### config.mk
export PLATFORM = sky130hd
export DESIGN_NAME = isr_iter
export DESIGN_NICKNAME = d
export VERILOG_FILES = /design/src/rtl/isr_pkg.sv /design/src/rtl/isr_step.sv /design/src/rtl/isr_iter.sv
export SDC_FILE = /design/constraint.sdc
export NUM_CORES = 1
export LEC_CHECK = 0
export CORE_MARGIN = 4
export CORE_UTILIZATION = 56
export DETAILED_ROUTE_END_ITERATION = 8
export GPL_TIMING_DRIVEN = 0
export PLACE_DENSITY = 0.82
export SLEW_MARGIN = 20
export SYNTH_ARGS = -nofsm -noshare
export SYNTH_HDL_FRONTEND = slang
export SYNTH_SLANG_ARGS = --single-unit
### constraint.sdc
create_clock -name clock -period 3.1 [get_ports clock]
set_clock_uncertainty 0.1 [all_clocks]
set_input_delay 0.62 -clock clock [delete_from_list [all_inputs] [get_ports clock]]
set_output_delay 0.62 -clock clock [all_outputs]
set_load 0.01 [all_outputs]
### src/rtl/isr_pkg.sv
// isr_pkg: shared state type and parameter-legality checks for the iterative square root
package isr_pkg;
  typedef enum logic [1:0] {IDLE, BUSY, DONE} isr_state_t;
  function automatic bit width_ok(input int w);
    return (w >= 4) && (w % 2 == 0);
  endfunction
  function automatic bit bpc_ok(input int w, input int b);
    return (b == 1 || b == 2 || b == 4) && ((w / 2) % b == 0);
  endfunction
endpackage

### src/rtl/isr_step.sv
// isr_step: one combinational digit-recurrence step resolving a single root bit
module isr_step #(
  parameter int OUT_WIDTH = 32
) (
  input  logic [OUT_WIDTH+1:0] rem_in,
  input  logic [OUT_WIDTH-1:0] root_in,
  input  logic [1:0]           bits_in,
  output logic [OUT_WIDTH+1:0] rem_out,
  output logic [OUT_WIDTH-1:0] root_out
);
  logic [OUT_WIDTH+1:0] w_trial;
  logic [OUT_WIDTH+1:0] w_test;
  logic                 w_ge;
  // Bring down two radicand bits and try appending a 1 to the root
  always_comb begin
    w_trial  = (rem_in << 2) | {{OUT_WIDTH{1'b0}}, bits_in};
    w_test   = {root_in, 2'b01};
    w_ge     = w_trial >= w_test;
    rem_out  = w_ge ? w_trial - w_test : w_trial;
    root_out = (root_in << 1) | {{(OUT_WIDTH-1){1'b0}}, w_ge};
  end
endmodule

### src/rtl/isr_iter.sv
// isr_iter: iterative integer square root, BITS_PER_CYCLE root bits per clock, start/busy/done handshake
module isr_iter import isr_pkg::*; #(
  parameter int IN_WIDTH       = 64,
  parameter int BITS_PER_CYCLE = 1
) (
  input  logic                  clock,
  input  logic                  reset,
  input  logic                  start,
  input  logic [IN_WIDTH-1:0]   value,
  output logic                  busy,
  output logic                  done,
  output logic [IN_WIDTH/2-1:0] result,
  output logic [IN_WIDTH/2:0]   remainder
);
  localparam int OUT_WIDTH = IN_WIDTH / 2;
  localparam int N         = OUT_WIDTH / BITS_PER_CYCLE;
  localparam int CW        = $clog2(N + 1);

  if (!width_ok(IN_WIDTH)) begin : g_bad_width
    $error("isr_iter: IN_WIDTH must be even and >= 4");
  end
  if (!bpc_ok(IN_WIDTH, BITS_PER_CYCLE)) begin : g_bad_bpc
    $error("isr_iter: BITS_PER_CYCLE must be 1, 2 or 4 and divide IN_WIDTH/2");
  end

  isr_state_t           r_state;
  isr_state_t           w_state_nxt;
  logic [IN_WIDTH-1:0]  r_rad;
  logic [OUT_WIDTH-1:0] r_root;
  logic [OUT_WIDTH+1:0] r_rem;
  logic [CW-1:0]        r_cnt;
  logic [OUT_WIDTH-1:0] r_result;
  logic [OUT_WIDTH:0]   r_remainder;
  logic [OUT_WIDTH+1:0] w_rem  [0:BITS_PER_CYCLE];
  logic [OUT_WIDTH-1:0] w_root [0:BITS_PER_CYCLE];
  logic                 w_accept;
  logic                 w_finish;
  logic                 w_unused_top;

  assign w_rem[0]  = r_rem;
  assign w_root[0] = r_root;
  for (genvar g = 0; g < BITS_PER_CYCLE; g++) begin : g_step
    isr_step #(.OUT_WIDTH(OUT_WIDTH)) u_step (
      .rem_in  (w_rem[g]),
      .root_in (w_root[g]),
      .bits_in (r_rad[IN_WIDTH-1-2*g -: 2]),
      .rem_out (w_rem[g+1]),
      .root_out(w_root[g+1])
    );
  end

  // The final remainder never exceeds 2*root, so its top internal bit is always zero
  assign w_unused_top = w_rem[BITS_PER_CYCLE][OUT_WIDTH+1];
  assign result       = r_result;
  assign remainder    = r_remainder;

  // Next state: accept in IDLE/DONE, finish on the last counted BUSY edge
  always_comb begin
    w_accept    = start && (r_state != BUSY);
    w_finish    = (r_state == BUSY) && (r_cnt == CW'(1));
    w_state_nxt = w_accept ? BUSY : w_finish ? DONE : r_state;
    busy        = r_state == BUSY;
    done        = r_state == DONE;
  end

  // State register
  always_ff @(posedge clock or negedge reset)
    if (!reset) r_state <= IDLE;
    else        r_state <= w_state_nxt;

  // Recurrence datapath: load on accept, advance BITS_PER_CYCLE steps per BUSY edge
  always_ff @(posedge clock or negedge reset)
    if (!reset) begin
      r_rad  <= '0;
      r_root <= '0;
      r_rem  <= '0;
      r_cnt  <= '0;
    end else if (w_accept) begin
      r_rad  <= value;
      r_root <= '0;
      r_rem  <= '0;
      r_cnt  <= CW'(N);
    end else if (r_state == BUSY) begin
      r_rad  <= r_rad << (2 * BITS_PER_CYCLE);
      r_root <= w_root[BITS_PER_CYCLE];
      r_rem  <= w_rem[BITS_PER_CYCLE];
      r_cnt  <= r_cnt - 1'b1;
    end

  // Result registers update only at completion and otherwise hold
  always_ff @(posedge clock or negedge reset)
    if (!reset) begin
      r_result    <= '0;
      r_remainder <= '0;
    end else if (w_finish) begin
      r_result    <= w_root[BITS_PER_CYCLE];
      r_remainder <= w_rem[BITS_PER_CYCLE][OUT_WIDTH:0];
    end
endmodule
==> results.py <==
metrics = {
    "outcome": {
        "outcome": "complete, but fails checks",
        "failed_checks": "setup timing",
    },
    "critical_path": {
        "crit_required_ps": 3360,
        "r2r_cells": 12,
        "worstSetupStartpoint": "r_rem[11]$_DFFE_PN0P_",
        "reg2reg_from": "r_rem[11]$_DFFE_PN0P_",
        "cp_max_fo": 10,
        "reg2reg_to": "remainder[22]$_DFFE_PN0P_",
        "ff2ff_setup_slack_ps": -20,
        "endpoint": "remainder[22]$_DFFE_PN0P_",
        "cp-end-kind": "flip-flop",
        "arrival_ps": 3380,
        "path_class": "reg -> reg",
        "cp-start-kind": "flip-flop",
    },
    "clock_network": {
        "clock_latency_ps": 500,
        "ctsRootBufferMaster": "clkbuf_16",
        "cts_sinks": 201,
        "htree_levels": 1,
        "clockBufferDepth": 3,
        "cts_tree": "done",
        "cts_inserted_buffers": 22,
        "path_clk_slew_ps": 60,
    },
    "sta": {
        "hold_violations": 0,
        "slew_viol_final": 0,
        "slew_headroom_pct": 45.29,
        "finalSetupViolations": 1,
        "post-route-period-util_pct": 100.6,
        "final.min_clock_period_ps": 3120,
        "final_critical_path_setup_slack_ps": -19.62,
        "fin_hold_ws_ps": 374.4,
        "max_freq_ghz": 0.3206,
        "rsz0062_at_grt": "yes",
        "worstMarginPinSlew_ps": 817.6,
    },
    "synthesis": {
        "synth_edf_count": 0,
        "synth_compound_area_share_pct": 17.95,
        "synth.distinct_cells": 58,
        "synth_top_family_by_area": "compound AO/OA/AOI/OAI gates",
        "synthesis.nets": 1175,
        "ys.flop_type": "dfrtp_1",
        "synthArstFlopShare_pct": 100.0,
        "syn_inst": 1072,
        "syn_area_per_cell_um2": 9.579,
        "synth-adder-area-share_pct": 4.386,
        "synth_seq_cells": 201,
        "synth-simple-area-share_pct": 12.36,
        "ys_seq_area_share_pct": 48.98,
        "synth_mux_area_share_pct": 8.968,
        "synth_xor_xnor_area_share_pct": 2.717,
        "yosys_warnings": 0,
        "synth_area_um2": 10270,
    },
    "die": {
        "io_pins": 134,
        "die_y_um": 143.4,
        "rows": 49,
        "initial_core_util_pct": 56.97,
        "core_area_um2": 18020,
        "die_x_um": 143.4,
        "die_area_um2": 20570,
    },
    "place": {
        "place.port_buffers": 132,
        "gp_congestion": 0.9527,
        "dp.cells": 1435,
        "hpwlAfterDp_mm": 19.38,
    },
    "detailed_routing": {
        "ant_nets": 0,
        "wl_per_cell_um": 18.44,
        "drc": 0,
        "drt_iter0_drc": 736,
        "wirelength_mm": 27.35,
        "vias_per_cell": 5.882,
        "vias": 8723,
        "first_pass_iters": 6,
    },
    "cells_and_area": {
        "drive_above_1_share_pct": 8.054,
        "layout_common_cells": "dfrtp_1 (201), nand2_1 (200), clkdlybuf4s50_1 (131), o21ai_0 (116), mux2i_1 (75)",
        "fill_cells": 1366,
        "n_antenna_cell": 0,
        "nets": 1343,
        "multiInputGateArea_um2": 4943,
        "synthToLayoutAreaGrowth_pct": 26.11,
        "finalNonFillerCells": 1483,
        "seq_area_um2": 5030,
        "mostFrequentLayoutCell": "dfrtp_1",
    },
    "power_and_ir_drop": {
        "power.leakage_uw": 0.005695,
        "internal_power_uw": 9811,
        "seq_power_share_pct": 25.9,
        "swShare_pct": 43.72,
        "worst_ir_drop_vdd_mv": 0.7855,
        "p_clk_share_pct": 15.0,
        "power.density_nw_per_um2": 1346,
        "share_comb_of_total_power_pct": 59.2,
        "switching_power_uw": 7621,
    },
    "global_routing": {
        "antenna_found_initial": 0,
        "gr-total-overflow": 0,
        "grt_pass1_vias": 8826,
        "grt_max_degree": 84,
        "grt_usage_pct": 26.25,
        "grt_pass1_wl_mm": 43.78,
    },
    "min_path": {
        "hold_path_class": "reg -> reg",
        "hold_start": "r_root[13]$_DFFE_PN0P_",
    },
    "flow_run": {
        "max_cap_viol_count": 0,
    },
}
-- flip-flops by register name, summed over array words and instances, names as in the netlist --
signal	count
remainder	33
r_root	32
r_rem	32
r_cnt	6
r_state	2
result	32
r_rad	64
-- layout make-up --
type	count	area share, %
Sequential cell	201	38.84
Multi-Input combinational cell	760	38.17
Timing Repair Buffer	148	11.59
Clock buffer	34	5.150
Buffer	61	2.261
Tap cell	229	2.213
Inverter	45	1.333
Clock inverter	4	0.3961
Timing Repair inverter	1	0.03865
-- worst max-delay path: stages, from the launching register on --
cell and delay (ps):
dfrtp_1 410, ha_1 280, buf_2 180, nand4_1 250
buf_4 230, nor3_2 180, nand3_1 110, a21o_1 200
a41oi_2 230, buf_6 200, buf_12 180, mux2i_1 310
o21ai_1 120
-- power groups by stage --
stage,clock (uW),sequential [uW],combinational (uW)
finish,2610,4510,10300
global route,2740,4630,11300
CTS,2640,4470,9290
detailed placement,0,4490,9100
global placement,0,4460,8850
floorplan,0,4480,6340
-- Yosys cell counts (2+ instances only) --
cell / n / area share, %
and3_1: 2 / 0.12
or3_1: 3 / 0.18
inv_1: 44 / 1.6
o211ai_1: 3 / 0.22
o21ai_0: 116 / 5.7
o41ai_2: 2 / 0.32
a211oi_2: 2 / 0.24
nor3_1: 5 / 0.24
nand2_1: 200 / 7.3
a21o_1: 12 / 0.88
dfrtp_1: 201 / 49
buf_2: 3 / 0.15
xnor2_1: 20 / 1.7
clkbuf_1: 59 / 2.2
nor2b_1: 6 / 0.37
nor4_1: 2 / 0.12
nor3b_1: 2 / 0.15
a211oi_1: 4 / 0.29
o21a_1: 4 / 0.29
o21bai_1: 5 / 0.37
a31oi_1: 5 / 0.30
ha_1: 36 / 4.4
a41oi_1: 2 / 0.17
nand2b_1: 2 / 0.12
nand4_1: 8 / 0.49
and2_1: 3 / 0.18
xor2_1: 10 / 0.85
o21ai_1: 66 / 3.2
nand3_1: 7 / 0.34
mux2i_1: 92 / 9.0
o31a_1: 2 / 0.17
o31ai_1: 33 / 2.4
nor2_1: 27 / 0.99
o21ai_2: 2 / 0.17
nand3b_1: 20 / 1.5
buf_12: 3 / 0.58
a21oi_1: 37 / 1.8
a221oi_1: 2 / 0.17
-- kinds of logic after synthesis --
logic type,Yosys count
flip-flops,201
adder cells (fa/ha/maj),36
XOR/XNOR,31
buffers and inverters,111
multiplexers,92
AO/OA/AOI/OAI,311
AND/OR/NAND/NOR,290
-- how the worst min path moves through the flow --
| stage | end | depth (start not counted) |
|---|---|---|
| final | r_root[14]$_DFFE_PN0P_ | 2 |
| after global routing | r_rad[30]$_DFFE_PN0P_ | 2 |
| after CTS | r_root[31]$_DFFE_PN0P_ | 2 |
| after detailed placement | r_root[4]$_DFFE_PN0P_ | 2 |
| after global placement | r_root[4]$_DFFE_PN0P_ | 2 |
| after floorplan | r_cnt[0]$_DFFE_PN0P_ | 0 |
-- timing repair --
| action | CTS | global route |
|---|---|---|
| hold endpoints to repair | 58 | 0 |
| cloned | 1 | 0 |
| resized for setup | 5 | 36 |
| buffers inserted | 4 | 9 |
| endpoints found under the setup margin | 17 | 90 |
| hold buffers | 1 | 0 |
| pin swaps | 2 | 4 |
-- metrics by stage --
step / cell area, um^2 / power (uW) / setup TNS [ps] / setup WS (ps) / utilization, %
after floorplan: 10270 / 10810 / 0 / 467.3 / -
after global placement: 11880 / 13310 / -1394720 / -6956 / 65.89
after detailed placement: 11940 / 13590 / -808.3 / -725.5 / 66.22
after CTS: 12710 / 16400 / 0 / 9.682 / 70.50
after global routing: 12950 / 18630 / -1082 / -73.35 / 71.85
final: 12950 / 17430 / -19.62 / -19.62 / 71.85
-- layer usage --
layer / vias up / GRT usage (%) / routed length [um]
met5: - / 0 / 0
met1: 4223 / 33.87 / 11110
met3: 80 / 5.990 / 2288
met2: 333 / 44.13 / 13040
li1: 4087 / - / -
met4: 0 / 8.622 / 911
Power figures use the tool's default switching activity.
